### config.mk
export PLATFORM = sky130hd
export DESIGN_NAME = ft245_fifo_responder
export DESIGN_NICKNAME = d
export VERILOG_FILES = /design/src/rtl/ft245_fifo_responder.sv
export SDC_FILE = /design/constraint.sdc
export NUM_CORES = 1
export LEC_CHECK = 0
export CAP_MARGIN = 10
export CORE_MARGIN = 4
export CORE_UTILIZATION = 60
export DETAILED_ROUTE_END_ITERATION = 10
export HOLD_SLACK_MARGIN = 0.1
export MAX_ROUTING_LAYER = met4
export PLACE_DENSITY_LB_ADDON = 0.25
export SLEW_MARGIN = 20
export SYNTH_ARGS = -nofsm -noshare
export SYNTH_HDL_FRONTEND = slang
export SYNTH_SLANG_ARGS = --single-unit
### constraint.sdc
create_clock -name i_clk -period 3.42 [get_ports i_clk]
set_input_delay 0.342 -clock i_clk [delete_from_list [all_inputs] [get_ports i_clk]]
set_output_delay 0.342 -clock i_clk [all_outputs]
set_load 0.03 [all_outputs]
### src/rtl/ft245_fifo_responder.sv
// FT245-style FIFO responder: host-side RX/TX FIFOs exposed to a controller through RD/WR strobes.
// Define FT245_RESP_SYNC_EN to add 2-stage synchronizers on RD, WR and USBX_I (adds 2 CLKs of strobe latency).
module ft245_fifo_responder #(
    parameter int RX_DEPTH  = 16,
    parameter int TX_DEPTH  = 64,
    parameter int PRECHARGE = 2
) (
    input  logic       i_clk,
    input  logic       i_rst,
    input  logic       i_rd,
    input  logic       i_wr,
    input  logic [7:0] i_usbx,
    output logic [7:0] o_usbx,
    output logic       o_usbx_oe,
    output logic       o_rxf,
    output logic       o_txe,
    input  logic [7:0] i_host_wdata,
    input  logic       i_host_wvalid,
    output logic       o_host_wready,
    output logic [7:0] o_host_rdata,
    output logic       o_host_rvalid,
    input  logic       i_host_rready,
    output logic [8:0] o_rx_level,
    output logic [8:0] o_tx_level,
    output logic       o_underrun,
    output logic       o_overrun
);

    localparam int         RX_AW    = (RX_DEPTH > 1) ? $clog2(RX_DEPTH) : 1;
    localparam int         TX_AW    = (TX_DEPTH > 1) ? $clog2(TX_DEPTH) : 1;
    localparam logic [8:0] RX_FULL  = 9'(RX_DEPTH);
    localparam logic [8:0] TX_FULL  = 9'(TX_DEPTH);
    localparam logic [3:0] PRE_LOAD = 4'(PRECHARGE);

    logic       w_rd;
    logic       w_wr;
    logic [7:0] w_usbx;

`ifdef FT245_RESP_SYNC_EN
    // RD chain resets low so a strobe held low through reset never looks like a fresh edge.
    logic [1:0] r_rd_sync;
    logic [1:0] r_wr_sync;
    logic [7:0] r_usbx_sync1;
    logic [7:0] r_usbx_sync2;

    always_ff @(posedge i_clk) begin
        if (i_rst) begin
            r_rd_sync    <= 2'b00;
            r_wr_sync    <= 2'b00;
            r_usbx_sync1 <= 8'h00;
            r_usbx_sync2 <= 8'h00;
        end else begin
            r_rd_sync    <= {r_rd_sync[0], i_rd};
            r_wr_sync    <= {r_wr_sync[0], i_wr};
            r_usbx_sync1 <= i_usbx;
            r_usbx_sync2 <= r_usbx_sync1;
        end
    end

    assign w_rd   = r_rd_sync[1];
    assign w_wr   = r_wr_sync[1];
    assign w_usbx = r_usbx_sync2;
`else
    assign w_rd   = i_rd;
    assign w_wr   = i_wr;
    assign w_usbx = i_usbx;
`endif

    logic r_rd_q;
    logic r_wr_q;
    logic r_rd_seen_hi;

    always_ff @(posedge i_clk) begin
        if (i_rst) begin
            r_rd_q       <= 1'b1;
            r_wr_q       <= 1'b0;
            r_rd_seen_hi <= 1'b0;
        end else begin
            r_rd_q <= w_rd;
            r_wr_q <= w_wr;
            if (w_rd) r_rd_seen_hi <= 1'b1;
        end
    end

    logic w_rd_fall;
    logic w_rd_rise;
    logic w_wr_fall;

    assign w_rd_fall = r_rd_q & ~w_rd & r_rd_seen_hi;
    assign w_rd_rise = ~r_rd_q & w_rd;
    assign w_wr_fall = r_wr_q & ~w_wr;

    // RX FIFO: host pushes, controller pops on the RD rise that closes a serviced read.
    logic [7:0]       r_rx_mem [RX_DEPTH];
    logic [RX_AW-1:0] r_rx_wptr;
    logic [RX_AW-1:0] r_rx_rptr;
    logic [8:0]       r_rx_level;
    logic             r_rd_pend;
    logic             w_rx_push;
    logic             w_rx_pop;

    assign o_host_wready = ~i_rst & (r_rx_level != RX_FULL);
    assign w_rx_push     = i_host_wvalid & o_host_wready;
    assign w_rx_pop      = w_rd_rise & r_rd_pend;

    always_ff @(posedge i_clk) begin
        if (w_rx_push) r_rx_mem[r_rx_wptr] <= i_host_wdata;
    end

    always_ff @(posedge i_clk) begin
        if (i_rst) begin
            r_rx_wptr  <= '0;
            r_rx_rptr  <= '0;
            r_rx_level <= 9'd0;
        end else begin
            if (w_rx_push) r_rx_wptr <= r_rx_wptr + 1'b1;
            if (w_rx_pop)  r_rx_rptr <= r_rx_rptr + 1'b1;
            if (w_rx_push && !w_rx_pop)      r_rx_level <= r_rx_level + 9'd1;
            else if (!w_rx_push && w_rx_pop) r_rx_level <= r_rx_level - 9'd1;
        end
    end

    logic [7:0] r_usbx_o;
    logic       r_oe;
    logic       r_rd_busy;
    logic [3:0] r_rx_pre;
    logic       r_underrun;

    always_ff @(posedge i_clk) begin
        if (i_rst) begin
            r_usbx_o   <= 8'h00;
            r_oe       <= 1'b0;
            r_rd_pend  <= 1'b0;
            r_rd_busy  <= 1'b0;
            r_rx_pre   <= 4'd0;
            r_underrun <= 1'b0;
        end else if (w_rd_fall) begin
            r_oe      <= 1'b1;
            r_rd_busy <= 1'b1;
            if (r_rx_level != 9'd0) begin
                r_usbx_o  <= r_rx_mem[r_rx_rptr];
                r_rd_pend <= 1'b1;
            end else begin
                r_usbx_o   <= 8'h00;
                r_underrun <= 1'b1;
            end
        end else if (w_rd_rise) begin
            r_oe      <= 1'b0;
            r_usbx_o  <= 8'h00;
            r_rd_pend <= 1'b0;
            if (r_rd_busy) begin
                r_rd_busy <= 1'b0;
                r_rx_pre  <= PRE_LOAD;
            end
        end else if (r_rx_pre != 4'd0) begin
            r_rx_pre <= r_rx_pre - 4'd1;
        end
    end

    // TX FIFO: controller pushes on WR fall, host pops first-word fall-through.
    logic [7:0]       r_tx_mem [TX_DEPTH];
    logic [TX_AW-1:0] r_tx_wptr;
    logic [TX_AW-1:0] r_tx_rptr;
    logic [8:0]       r_tx_level;
    logic [3:0]       r_tx_pre;
    logic             r_overrun;
    logic             w_tx_full;
    logic             w_tx_push;
    logic             w_tx_pop;

    assign w_tx_full     = (r_tx_level == TX_FULL);
    assign w_tx_push     = w_wr_fall & ~w_tx_full;
    assign o_host_rvalid = ~i_rst & (r_tx_level != 9'd0);
    assign w_tx_pop      = o_host_rvalid & i_host_rready;

    always_ff @(posedge i_clk) begin
        if (w_tx_push) r_tx_mem[r_tx_wptr] <= w_usbx;
    end

    always_ff @(posedge i_clk) begin
        if (i_rst) begin
            r_tx_wptr  <= '0;
            r_tx_rptr  <= '0;
            r_tx_level <= 9'd0;
            r_tx_pre   <= 4'd0;
            r_overrun  <= 1'b0;
        end else begin
            if (w_tx_push) r_tx_wptr <= r_tx_wptr + 1'b1;
            if (w_tx_pop)  r_tx_rptr <= r_tx_rptr + 1'b1;
            if (w_tx_push && !w_tx_pop)      r_tx_level <= r_tx_level + 9'd1;
            else if (!w_tx_push && w_tx_pop) r_tx_level <= r_tx_level - 9'd1;
            if (w_wr_fall) begin
                r_tx_pre <= PRE_LOAD;
                if (w_tx_full) r_overrun <= 1'b1;
            end else if (r_tx_pre != 4'd0) begin
                r_tx_pre <= r_tx_pre - 4'd1;
            end
        end
    end

    assign o_usbx       = r_usbx_o;
    assign o_usbx_oe    = r_oe;
    assign o_rxf        = i_rst | r_rd_busy | (r_rx_pre != 4'd0) | (r_rx_level == 9'd0);
    assign o_txe        = i_rst | (r_tx_pre != 4'd0) | w_tx_full;
    assign o_host_rdata = r_tx_mem[r_tx_rptr];
    assign o_rx_level   = r_rx_level;
    assign o_tx_level   = r_tx_level;
    assign o_underrun   = r_underrun;
    assign o_overrun    = r_overrun;

endmodule

== Word-level counts from Yosys, hierarchy flattened ==
Memories as Yosys holds them, arrays and structs flattened. A register that Yosys moved wholly into a read port is not among the register bits.
Cells that the tools add are included.
Word-level totals
  bits in registers: 61
  RAM bits: 640
  bits of input ports: 22
  output and inout port bits: 41
  memories: 2
Cells by class
  add/subtract/negate cells: 10
  eq/ne operators: 4
  muxes and demuxes: 24
  bitwise gates (word level): 22
  reductions and logical operators: 23
Memory list
  r_tx_mem: depth 64, width 8, rd ports 1, clocked after memory_dff 1, wr ports 1, RTL line 161  | logic [7:0] r_tx_mem [TX_DEPTH];
  r_rx_mem: depth 16, width 8, rd ports 1, clocked after memory_dff 1, wr ports 1, RTL line 94  | logic [7:0] r_rx_mem [RX_DEPTH];
Operator list (count)
  9-bit 2-to-1 mux: 4
  8-bit 2-to-1 mux: 3
  4-bit 2-to-1 mux: 5
  9-bit by 1-bit adder with 9-bit output, second input constant: 2
  9-bit nonzero test: 2
  9-bit by 1-bit subtractor with 9-bit output, second input constant: 2
  6-bit by 1-bit adder with 6-bit output, second input constant: 2
  6-bit 2-to-1 mux: 2
  1-bit bitwise AND: 10
  2-bit nonzero test: 5
  9-bit by 7-bit equality test with 1-bit output, second input constant: 1
  9-bit logical NOT: 1
  9-bit by 5-bit inequality test with 1-bit output, second input constant: 1
  4-bit by 1-bit adder with 4-bit output, second input constant: 2
  1-bit 2-to-1 mux: 8
  4-bit nonzero test: 2
  4-bit by 1-bit subtractor with 4-bit output, second input constant: 2
  1-bit NOT: 7
  2-bit AND reduction: 3
  1-bit OR: 5
  1-bit logical AND: 4
  1-bit logical NOT: 4
  2-bit 2-to-1 mux: 2
  2-bit by 1-bit inequality test with 1-bit output, second input constant: 2
  other kinds (2): 2

== Depth between registers and ports, before layout ==
Gate-level depths: netlist of the first run.
  word-level depth: 7
  depth in mapped cells: 11
  depth with buffers taken out: 11

== Least setup slack after synthesis of the first run ==
Ideal clock, no wire load.
  path kind: flip-flop to flip-flop
  start point: reg r_tx_level[0], in the netlist o_tx_level[0]
  end point: reg r_tx_level[8], in the netlist o_tx_level[8]
  library setup time: 0.121 ns
  arrival time: 3.156 ns
  data required time: 3.299 ns
  path slack: 0.143 ns
  stages on the path, launching flop included: 12
  path buffers: 0
  period minus slack after synthesis: 3.277 ns
  path through: dfxtp_1 nor4_2 a311oi_2 inv_1 ha_1 inv_1 ha_1 a211oi_1 a21oi_1 o41ai_1 mux2i_1 mux2_2
Between the ends
  longest elaborated chain between the ends: 6
  elaborated cells on any way between the ends: 15
RTL lines
  start: declaration: RTL line 164  | logic [8:0] r_tx_level;
  start signal: assignment: RTL line 190  | if (w_tx_push && !w_tx_pop) r_tx_level <= r_tx_level + 9'd1;
  start signal: assignment: RTL line 191  | else if (!w_tx_push && w_tx_pop) r_tx_level <= r_tx_level - 9'd1;
  branches (longest 6 deep; another with 9-bit by 1-bit subtractor with 9-bit output)
Several ways; the timed one is not identified. The select of a mux whose other input is x is not followed.
A chain may end at the register's enable or synchronous reset.

==> results of run 1 <==
-- metrics by stage --
| stage | setup slack [ns] | total power, mW | utilization | std cells |
|---|---|---|---|---|
| detailed placement | 0.0216 | 13.7 | 0.648 | 2217 |
| finish | -0.0119 | 21.2 | 0.701 | 2356 |
| global route | -0.0979 | 22.1 | 0.701 | 2356 |
| global placement | 0.0817 | 13.6 | 0.648 | 2216 |
| floorplan | 0.143 | 12.6 | - | 1495 |
| CTS | 0.0175 | 21.3 | 0.698 | 2352 |
-- final cells by class --
type	count	share of cell area
Timing Repair Buffer	193	0.0541
Inverter	29	0.00334
Sequential cell	711	0.634
Clock inverter	35	0.00791
Clock buffer	95	0.0601
Multi-Input combinational cell	686	0.217
Tap cell	607	0.0233
-- power by group --
group,switching [mW],total (mW),internal [mW],leakage (nW)
combinational,2.04,4.02,1.98,3.07
sequential,0.214,9.82,9.60,6.34
clock,3.13,7.40,4.27,1.10
total,5.39,21.2,15.8,10.5
-- timing repair --
item	4_1_cts	5_1_grt
cloned	2	1
hold buffers	1	0
resized for setup	2	15
hold endpoints to repair	6	0
setup endpoints to repair	3	11
setup buffers	2	3
-- cells in the mapped netlist, types with 9 or more instances --
cell type	n	area, um2
mux4_2	172	3870
nand2_1	62	233
nand2b_1	11	68.8
buf_2	11	55.1
clkbuf_1	33	124
inv_1	21	78.8
o21ai_1	9	45.0
ha_1	26	325
xor2_1	14	123
nor3_1	18	90.1
buf_1	12	45.0
a22oi_1	20	150
edfxtp_1	640	19200
nand3_1	16	80.1
mux2_2	9	101
dfxtp_1	71	1420
xnor2_1	10	87.6
o21ai_0	14	70.1
nor2b_1	13	81.3
a21oi_1	32	160
mux2i_1	22	220
buf_4	9	67.6
nor2_1	133	499
o22ai_1	11	68.8
-- sequential cells by signal, indices dropped and copies added (netlist names), named ones only --
signal / flops
r_tx_mem: 512
r_rx_mem: 128
o_rx_level: 9
o_tx_level: 9
o_usbx: 8
r_tx_rptr: 6
r_tx_wptr: 6
r_rx_pre: 4
r_rx_rptr: 4
r_rx_wptr: 4
r_tx_pre: 4
o_overrun: 1
o_underrun: 1
r_rd_busy: 1
r_rd_pend: 1
r_rd_q: 1
r_rd_seen_hi: 1
r_wr_q: 1
-- routing by layer --
metal | share of wire | track usage | up-vias
met5 | 0 | - | -
met2 | 0.50 | 0.395 | 632
li1 | - | - | 6412
met4 | 0.027 | 0.0745 | 0
met1 | 0.40 | 0.350 | 7655
met3 | 0.070 | 0.0440 | 113
-- cell families (layout without fill, tap and decap cells) --
logic type                 after synthesis  in the layout
muxes                                  203            203
xor gates and xnor gates                24             24
buffers and inverters                   98            352
adders and majority gates               28             28
and+or+nand+nor                        303            303
AOI/OAI and AO/OA                      128            128
DFF                                    711            711
-- cells in the final DEF (no fill, tap or decap), types with 18 or more instances in the layout --
cell / count
clkinv_1: 23
edfxtp_1: 640
mux4_2: 172
buf_4: 127
mux2i_1: 21
a21oi_1: 32
ha_1: 26
nor2_1: 133
nand2_1: 62
dfxtp_1: 66
clkdlybuf4s50_1: 45
nor3_1: 18
clkbuf_16: 74
a22oi_1: 19
inv_1: 21
-- how the worst max path moves through the flow --
stage	end
6_report	o_host_rdata[2]
5_1_grt	o_host_rdata[2]
4_1_cts	o_host_rdata[7]
3_5_place_dp	o_tx_level[8]
3_3_place_gp	o_tx_level[8]
2_1_floorplan	o_tx_level[8]
==> impl_metrics.yaml, run 1 <==
sta:
  timing.final.max_slew_violations: 0
  tightestPinTransition_ns: 1.04
  fin_ws_ns: -0.0119
  finalClockSkew_ns: 0.0256
  fin_worst_hold_slack_ns: 0.263
  timing.setup.tns_ns: -0.0119
  report.final.hold_viol_count: 0
  total_of_endpoints_with_negative_setup_slack_in_the_final_report: 1
  slew_headroom: 0.309
  post-route-min-period_ns: 3.43
  fmaxAchievable_mhz: 291
  layout_worst_path_cycle_share: 1.00
synth:
  syn_avg_cell_area_um2: 18.8
  yosysUniqueCellTypes: 59
  ys_warn_count: 0
  synth_edf_count: 640
  async_reset_ff_frac: 0
  synthesis.area_um2: 28100
  synth_area_in_xor_xnor: 0.00748
  prevailing_post_synth_register_cell: "edfxtp_1"
  synth_compound_area_frac: 0.0299
  yosys.area_share.adder: 0.0130
  synth_top_family_by_area: "multiplexers"
  synth_mux_area_frac: 0.149
  ys_seq_area_frac: 0.734
  ys_seq_elements: 711
  yosys.area_share.simple: 0.0500
  synth.net_count: 1545
  synthesis.instances: 1495
clock_tree:
  cts-buffers-inserted: 71
  clockRootBuffer: "clkbuf_16"
  clkLatencyLatePin_ns: 0.60
  cts_tree: "built"
  tritoncts_num_sinks: 711
  clock_path_buffers: 3
  clk_pin_slew_worst_paths_ns: 0.06
  htree_num_levels: 3
finish:
  flow.area_growth_from_synthesis_pct: 15.9
  diodes: 0
  final_area_um2: 32600
  post_route_cells_drive_above_1_share: 0.258
  layout.filler_cells: 2838
  layout.area.seq_um2: 20700
  total_area_of_multi_input_combinational_cells_um2: 7080
  num-nets-final: 1742
worst_hold_path:
  whs_endpoint: "r_tx_mem[20][4]"
  hold_path.class: "in -> reg"
  worstHoldStart: "i_usbx[4]"
  worst_hold_path.num_cells: 1
power:
  pwr_density_cell_nw_per_um2: 652
  cellLeakagePower_nw: 10.5
  max-vdd-ir-drop_v: 0.000621
placement:
  placed_area_um2: 30100
  routabilityCongestion: 0.847
  port_buffers: 62
  dp_hpwl_um: 37200
setup_path:
  crit_path_cell_trace: "buf_6 > buf_6 > mux4_2 > a22oi_1 > nand3_1 > o21ai_0 > o21ai_1 > buf_4"
  startpoint_type: "register"
  rr_startpoint: "o_rx_level[3]"
  cp_data_arrival_time_ns: 3.09
  regToRegSetupSlack_ns: 0.12
  worstPathRequired_ns: 3.08
  cp_slowest_cell: "mux4_2"
  slowest_delay_ns: 0.53
  crit_top_cell: "buf_6"
  critical_path.endpoint_type: "output port"
  critical_path_class: "reg -> out"
  endpoint_of_the_worst_register_to_register_path: "o_rx_level[7]"
  path_max_fanout: 10
  worstPathBufferInverterCount: 3
  critical-path-top-delay-family: "compound AO/OA/AOI/OAI gates"
  cp_num_cells: 8
  worst_r2r_path_depth: 11
outcome:
  violated_checks: "setup timing"
  result_of_the_run: "finished, violations left"
grt:
  pin_count_of_the_biggest_net_entering_global_routing: 65
  grt_pass1_wl_um: 92500
  via_count_of_the_first_global_routing_pass: 14900
  grt_antenna_before_repair: 0
  tot_gr_track_use: 0.252
  grt_overflow: 0
detailed_routing:
  detailedRoute.firstIterationViolations: 1536
  antenna_violating_nets_post_route: 0
  post_dr_wirelength_cell_um: 26.0
  drt-total-wl_um: 61200
  detail_route.drc_violations: 0
  dr.pass1.iters: 7
  detailroute.via_count: 14800
  detail_route.vias_per_cell: 6.29
floorplanning:
  floorplan.die.width_um: 224
  design.portCount: 63
  start_util: 0.605
  rows: 79
  floorplan.die_area_um2: 50400
  height_of_the_die_um: 224
  floorplan.core_area_um2: 46500
job:
  timing.max_cap.violations: 0
Power figures use the tool's default switching activity.
==> run 2: changes to the inputs <==
--- a/config.mk
+++ b/config.mk
@@ -7,7 +7,7 @@
 export LEC_CHECK = 0
 export CAP_MARGIN = 10
 export CORE_MARGIN = 4
-export CORE_UTILIZATION = 60
+export CORE_UTILIZATION = 56
 export DETAILED_ROUTE_END_ITERATION = 10
 export HOLD_SLACK_MARGIN = 0.1
 export MAX_ROUTING_LAYER = met4
==> constraint.sdc (replaced) <==
create_clock -name i_clk -period 2.9 [get_ports i_clk]
set_input_delay 0.29 -clock i_clk [delete_from_list [all_inputs] [get_ports i_clk]]
set_output_delay 0.29 -clock i_clk [all_outputs]
set_load 0.03 [all_outputs]
==> impl_metrics.yaml, run 2 (same netlist as run 1, synthesis figures left out) <==
outcome:
  result_of_the_run: "finished, violations left"
  violated_checks: "setup timing"
setup_path:
  crit_path_cell_trace: "buf_12 > buf_16 > buf_8 > mux4_2 > a22oi_2 > nand2_1 > a21oi_1 > o211ai_1 > buf_4"
  critical_path.endpoint_type: "output port"
  critical_path_class: "reg -> out"
  worst_r2r_path_depth: 13
  cp_data_arrival_time_ns: 2.86
  cp_num_cells: 9
  critical-path-top-delay-family: "buffers and inverters"
  rr_startpoint: "o_tx_level[0]"
  worstPathBufferInverterCount: 4
  slowest_delay_ns: 0.52
  endpoint_of_the_worst_register_to_register_path: "o_tx_level[8]"
  path_max_fanout: 8
  regToRegSetupSlack_ns: 0.14
  startpoint_type: "register"
  worstPathRequired_ns: 2.61
  cp_slowest_cell: "mux4_2"
floorplanning:
  floorplan.core_area_um2: 49300
  floorplan.die_area_um2: 53800
  rows: 81
  start_util: 0.571
  design.portCount: 63
  height_of_the_die_um: 232
  floorplan.die.width_um: 232
power:
  finalPower_mw: 26.4
  pwr_density_cell_nw_per_um2: 778
  max-vdd-ir-drop_v: 0.000546
  cellLeakagePower_nw: 11.0
finish:
  largest_register_ff_count: 512
  max_flop_register: "r_tx_mem"
  diodes: 0
  final_area_um2: 33900
  finalCoreUtilization: 0.689
  final_cell_mix: "edfxtp_1 (640), buf_4 (180), mux4_2 (172), nor2_1 (128), clkbuf_16 (76)"
  top_regs: "r_tx_mem: 512 flops, r_rx_mem: 128 flops"
  layout.filler_cells: 3132
  post_route_cells_drive_above_1_share: 0.332
  mostFrequentLayoutCell: "edfxtp_1"
  flow.area_growth_from_synthesis_pct: 20.8
  num-nets-final: 1818
  fin_cells: 2489
detailed_routing:
  antenna_violating_nets_post_route: 0
  detail_route.vias_per_cell: 6.08
  dr.pass1.iters: 5
  detailedRoute.firstIterationViolations: 1653
  post_dr_wirelength_cell_um: 25.7
  drt-total-wl_um: 63900
  detail_route.drc_violations: 0
  detailroute.via_count: 15100
sta:
  fmaxAchievable_mhz: 318
  layout_worst_path_cycle_share: 1.08
  report.final.hold_viol_count: 0
  tightestPinTransition_ns: 0.821
  finalClockSkew_ns: 0.0156
  timing.setup.tns_ns: -1.54
  total_of_endpoints_with_negative_setup_slack_in_the_final_report: 8
  timing.final.max_slew_violations: 0
  fin_ws_ns: -0.245
  fin_worst_hold_slack_ns: 0.121
  setup_repair_after_global_routing_missed_its_margin: "yes"
  slew_headroom: 0.453
  post-route-min-period_ns: 3.15
grt:
  pin_count_of_the_biggest_net_entering_global_routing: 44
  via_count_of_the_first_global_routing_pass: 15500
  tot_gr_track_use: 0.249
  grt_overflow: 0
  grt_antenna_before_repair: 0
  grt_pass1_wl_um: 97200
placement:
  dp_hpwl_um: 39000
  placed_area_um2: 30700
  dp_slack_ns: -0.196
  port_buffers: 62
  place_inst: 2317
  routabilityCongestion: 0.885
clock_tree:
  cts_tree: "built"
  htree_num_levels: 3
  clkLatencyLatePin_ns: 0.59
  clockRootBuffer: "clkbuf_16"
  cts-buffers-inserted: 73
  tritoncts_num_sinks: 711
  clk_pin_slew_worst_paths_ns: 0.06
  clock_path_buffers: 3
worst_hold_path:
  hold_path.class: "in -> reg"
  whs_endpoint: "r_tx_mem[17][4]"
  worstHoldStart: "i_usbx[4]"
  worst_hold_path.num_cells: 1
job:
  timing.max_cap.violations: 0
==> run 2: worst max-delay path by stage <==
| stage | from | end |
|---|---|---|
| 2_1_floorplan | o_rx_level[8] | o_rx_level[7] |
| 3_3_place_gp | i_rd | o_rx_level[7] |
| 3_5_place_dp | i_rd | o_rx_level[7] |
| 4_1_cts | register | o_host_rdata[0] |
| 5_1_grt | register | o_host_rdata[0] |
| 6_report | register | o_host_rdata[0] |
==> run 2: area by class of cell <==
cell class	instances	area, um2	area share
clock inverters	37	334	0.00984
repair buffers	267	2480	0.0731
well taps	664	831	0.0245
inverters	29	111	0.00328
flip-flops and latches	711	20700	0.610
multi-input cells	686	7490	0.221
clock buffers	95	1990	0.0587
==> run 2: per-layer routing <==
metal / share of wire / vias to the layer above / GRT usage
met4: 0.027 / 0 / 0.0742
met2: 0.51 / 667 / 0.407
met3: 0.076 / 112 / 0.0405
met5: 0 / - / -
met1: 0.38 / 7795 / 0.330
li1: - / 6555 / -
==> run 2: where the power goes <==
part / leakage (nW) / internal [mW] / switching (mW)
registers: 6.34 / 11.3 / 0.199
clock network: 1.13 / 5.31 / 3.76
logic: 3.55 / 3.00 / 2.80
==> run 2: timing repair <==
action,4_1_cts,5_1_grt
gates resized for setup,67,25
pin swaps,19,13
hold buffers,1,0
endpoints found under the setup margin,12,12
buffers inserted,20,12
endpoints found under the hold margin,1,0
gates cloned,7,0
==> run 2: worst register-to-register path, stage by stage (launching register included) <==
cell and delay, ns:
dfxtp_2 0.36, nor4_4 0.29, buf_6 0.16, a311oi_4 0.09, inv_2 0.08, ha_4 0.15, inv_2 0.08, buf_4 0.15
ha_1 0.29, o21ai_0 0.09, a21oi_1 0.09, o41ai_2 0.24, mux2i_1 0.24, mux2_2 0.35
==> run 3: changes to the inputs <==
--- a/config.mk
+++ b/config.mk
@@ -7,11 +7,12 @@
 export LEC_CHECK = 0
 export CAP_MARGIN = 10
 export CORE_MARGIN = 4
-export CORE_UTILIZATION = 56
+export CORE_UTILIZATION = 60
 export DETAILED_ROUTE_END_ITERATION = 10
 export HOLD_SLACK_MARGIN = 0.1
 export MAX_ROUTING_LAYER = met4
 export PLACE_DENSITY_LB_ADDON = 0.25
+export REMOVE_ABC_BUFFERS = 1
 export SLEW_MARGIN = 20
 export SYNTH_ARGS = -nofsm -noshare
 export SYNTH_HDL_FRONTEND = slang
==> constraint.sdc (replaced) <==
create_clock -name i_clk -period 3.58 [get_ports i_clk]
set_input_delay 0.358 -clock i_clk [delete_from_list [all_inputs] [get_ports i_clk]]
set_output_delay 0.358 -clock i_clk [all_outputs]
set_load 0.03 [all_outputs]
==> impl_metrics.yaml, run 3 (same netlist as run 1, synthesis figures left out) <==
clock_tree:
  htree_num_levels: 3
  clock_path_buffers: 3
  clk_pin_slew_worst_paths_ns: 0.06
  clkLatencyLatePin_ns: 0.62
  tritoncts_num_sinks: 711
  cts-buffers-inserted: 71
  cts_tree: "built"
  clockRootBuffer: "clkbuf_16"
  hold_buffers_post_cts: 0
floorplanning:
  start_util: 0.605
  rows: 79
  floorplan.core_area_um2: 46500
  floorplan.die_area_um2: 50400
  height_of_the_die_um: 224
  floorplan.die.width_um: 224
  design.portCount: 63
grt:
  grt_overflow: 0
  via_count_of_the_first_global_routing_pass: 14700
  grt_pass1_wl_um: 90500
  grt_antenna_before_repair: 0
  pin_count_of_the_biggest_net_entering_global_routing: 65
  tot_gr_track_use: 0.247
finish:
  top_regs: "r_tx_mem: 512 flops, r_rx_mem: 128 flops"
  num-nets-final: 1739
  final_cell_mix: "edfxtp_1 (640), mux4_2 (172), nor2_1 (132), buf_4 (119), clkbuf_16 (75)"
  layout.area.seq_um2: 20700
  post_route_cells_drive_above_1_share: 0.253
  finalCoreUtilization: 0.700
  flow.area_growth_from_synthesis_pct: 15.7
  total_area_of_multi_input_combinational_cells_um2: 7040
  largest_register_ff_count: 512
  diodes: 0
  layout.filler_cells: 2889
  max_flop_register: "r_tx_mem"
  mostFrequentLayoutCell: "edfxtp_1"
detailed_routing:
  antenna_violating_nets_post_route: 0
  dr.pass1.iters: 7
  drt-total-wl_um: 59100
  met1_length_um: 24300
  routed.top_layer: "met4"
  detailedRoute.firstIterationViolations: 1398
  detail_route.vias_per_cell: 6.18
  detailroute.via_count: 14500
  met3WireLength_um: 3560
  wl_met2_um: 29500
  post_dr_wirelength_cell_um: 25.2
  detail_route.drc_violations: 0
setup_path:
  critical_path.endpoint_type: "output port"
  critical-path-top-delay-family: "multiplexers"
  path_max_fanout: 11
  critical_path_class: "reg -> out"
  regToRegSetupSlack_ns: 0.26
  crit_top_cell: "mux4_2"
  cp_slowest_cell: "mux4_2"
  cp_data_arrival_time_ns: 3.15
  worst_r2r_path_depth: 11
  cp_num_cells: 8
  rr_startpoint: "o_tx_level[0]"
  worstPathBufferInverterCount: 4
  endpoint_of_the_worst_register_to_register_path: "o_tx_level[8]"
  startpoint_type: "register"
  worstPathRequired_ns: 3.22
  slowest_delay_ns: 0.55
  crit_path_cell_trace: "buf_12 > buf_16 > mux4_2 > mux4_2 > nor2_2 > nor3_2 > buf_4 > dlygate4sd2_1"
power:
  switching_share: 0.252
  power_report.internal_total_mw: 15.2
  clock_power_share: 0.350
  cellLeakagePower_nw: 10.5
  pwr_density_cell_nw_per_um2: 624
  combinationalPowerShare: 0.189
  max-vdd-ir-drop_v: 0.000539
  power.net_switching_mw: 5.12
  seq_power_share: 0.461
  finalPower_mw: 20.3
sta:
  tightestPinTransition_ns: 0.990
  fmaxAchievable_mhz: 285
  total_of_endpoints_with_negative_setup_slack_in_the_final_report: 0
  report.final.hold_viol_count: 0
  slew_headroom: 0.339
  layout_worst_path_cycle_share: 0.980
  post-route-min-period_ns: 3.51
  finalClockSkew_ns: 0.0295
  timing.final.max_slew_violations: 0
worst_hold_path:
  worst_hold_path.num_cells: 3
  hold_path.class: "in -> reg"
  worstHoldStart: "i_rst"
  whs_endpoint: "o_overrun"
placement:
  dp_hpwl_um: 36700
  port_buffers: 62
  routabilityCongestion: 0.847
outcome:
  result_of_the_run: "completed"
job:
  timing.max_cap.violations: 0
## run 3: cell types whose count changed in the layout (fill, tap and decap cells not counted), sizes merged
cell,delta
bufinv,-1
clkinvlp,-4
clkinv,-1
buf,-83
clkbuf,+3
dlygate4sd3,-1
bufbuf,-1
dlygate4sd2,+3
clkdlybuf4s50,+2
inv,+2
## run 3: area by class of cell
type / count / share of cell area
clock inverter: 33 / 0.00854
multi-input combinational: 686 / 0.216
inverter: 29 / 0.00335
sequential: 711 / 0.635
timing repair buffer: 190 / 0.0537
clock buffer: 95 / 0.0597
tap: 607 / 0.0234
## run 3: tightest hold or removal path, cell delays in order
cell	delay, ns
buf_2	0.15
buf_4	0.22
nor2_1	0.11
## run 3: what timing repair did
item	4_1_cts	5_1_grt
gates resized for setup	12	10
setup endpoints to repair	7	6
buffers inserted	2	4
gates cloned	1	1
## run 3: worst max-delay path by stage
stage | start | end | slack (ns)
3_3_place_gp | i_rd | o_rx_level[8] | 0.19
6_report | register | o_host_rdata[1] | 0.07
5_1_grt | register | o_host_rdata[1] | -0.03
3_5_place_dp | i_rd | o_rx_level[8] | 0.10
4_1_cts | register | o_host_rdata[1] | -0.04
2_1_floorplan | register | o_host_rdata[5] | -3.80
## run 3: through the flow
| stage | instance area, um2 | setup slack (ns) | hold slack (ns) | TNS, ns | cells |
|---|---|---|---|---|---|
| 3_3_place_gp | 30100 | 0.188 | 0.436 | 0 | 2215 |
| 3_5_place_dp | 30100 | 0.103 | 0.438 | 0 | 2215 |
| 5_1_grt | 32500 | -0.0262 | 0.254 | -0.0379 | 2351 |
| 6_report | 32500 | 0.0733 | 0.267 | 0 | 2351 |
| 2_1_floorplan | 27800 | -3.80 | 0.427 | -29.34 | 1426 |
| 4_1_cts | 32400 | -0.0425 | 0.214 | -0.0425 | 2346 |
## run 3: power by group through the flow
stage	logic [mW]	registers, mW	clock network [mW]
after floorplan	2.21	9.89	0
after global placement	3.58	9.56	0
after detailed placement	3.64	9.56	0
after CTS	3.76	9.36	7.23
after global routing	4.14	9.37	7.61
final	3.83	9.36	7.09
## run 3: per-layer routing
layer	vias to the layer above	track usage
li1	6380	-
met1	7541	0.336
met2	491	0.390
met3	109	0.0495
met4	0	0.0755
met5	-	-
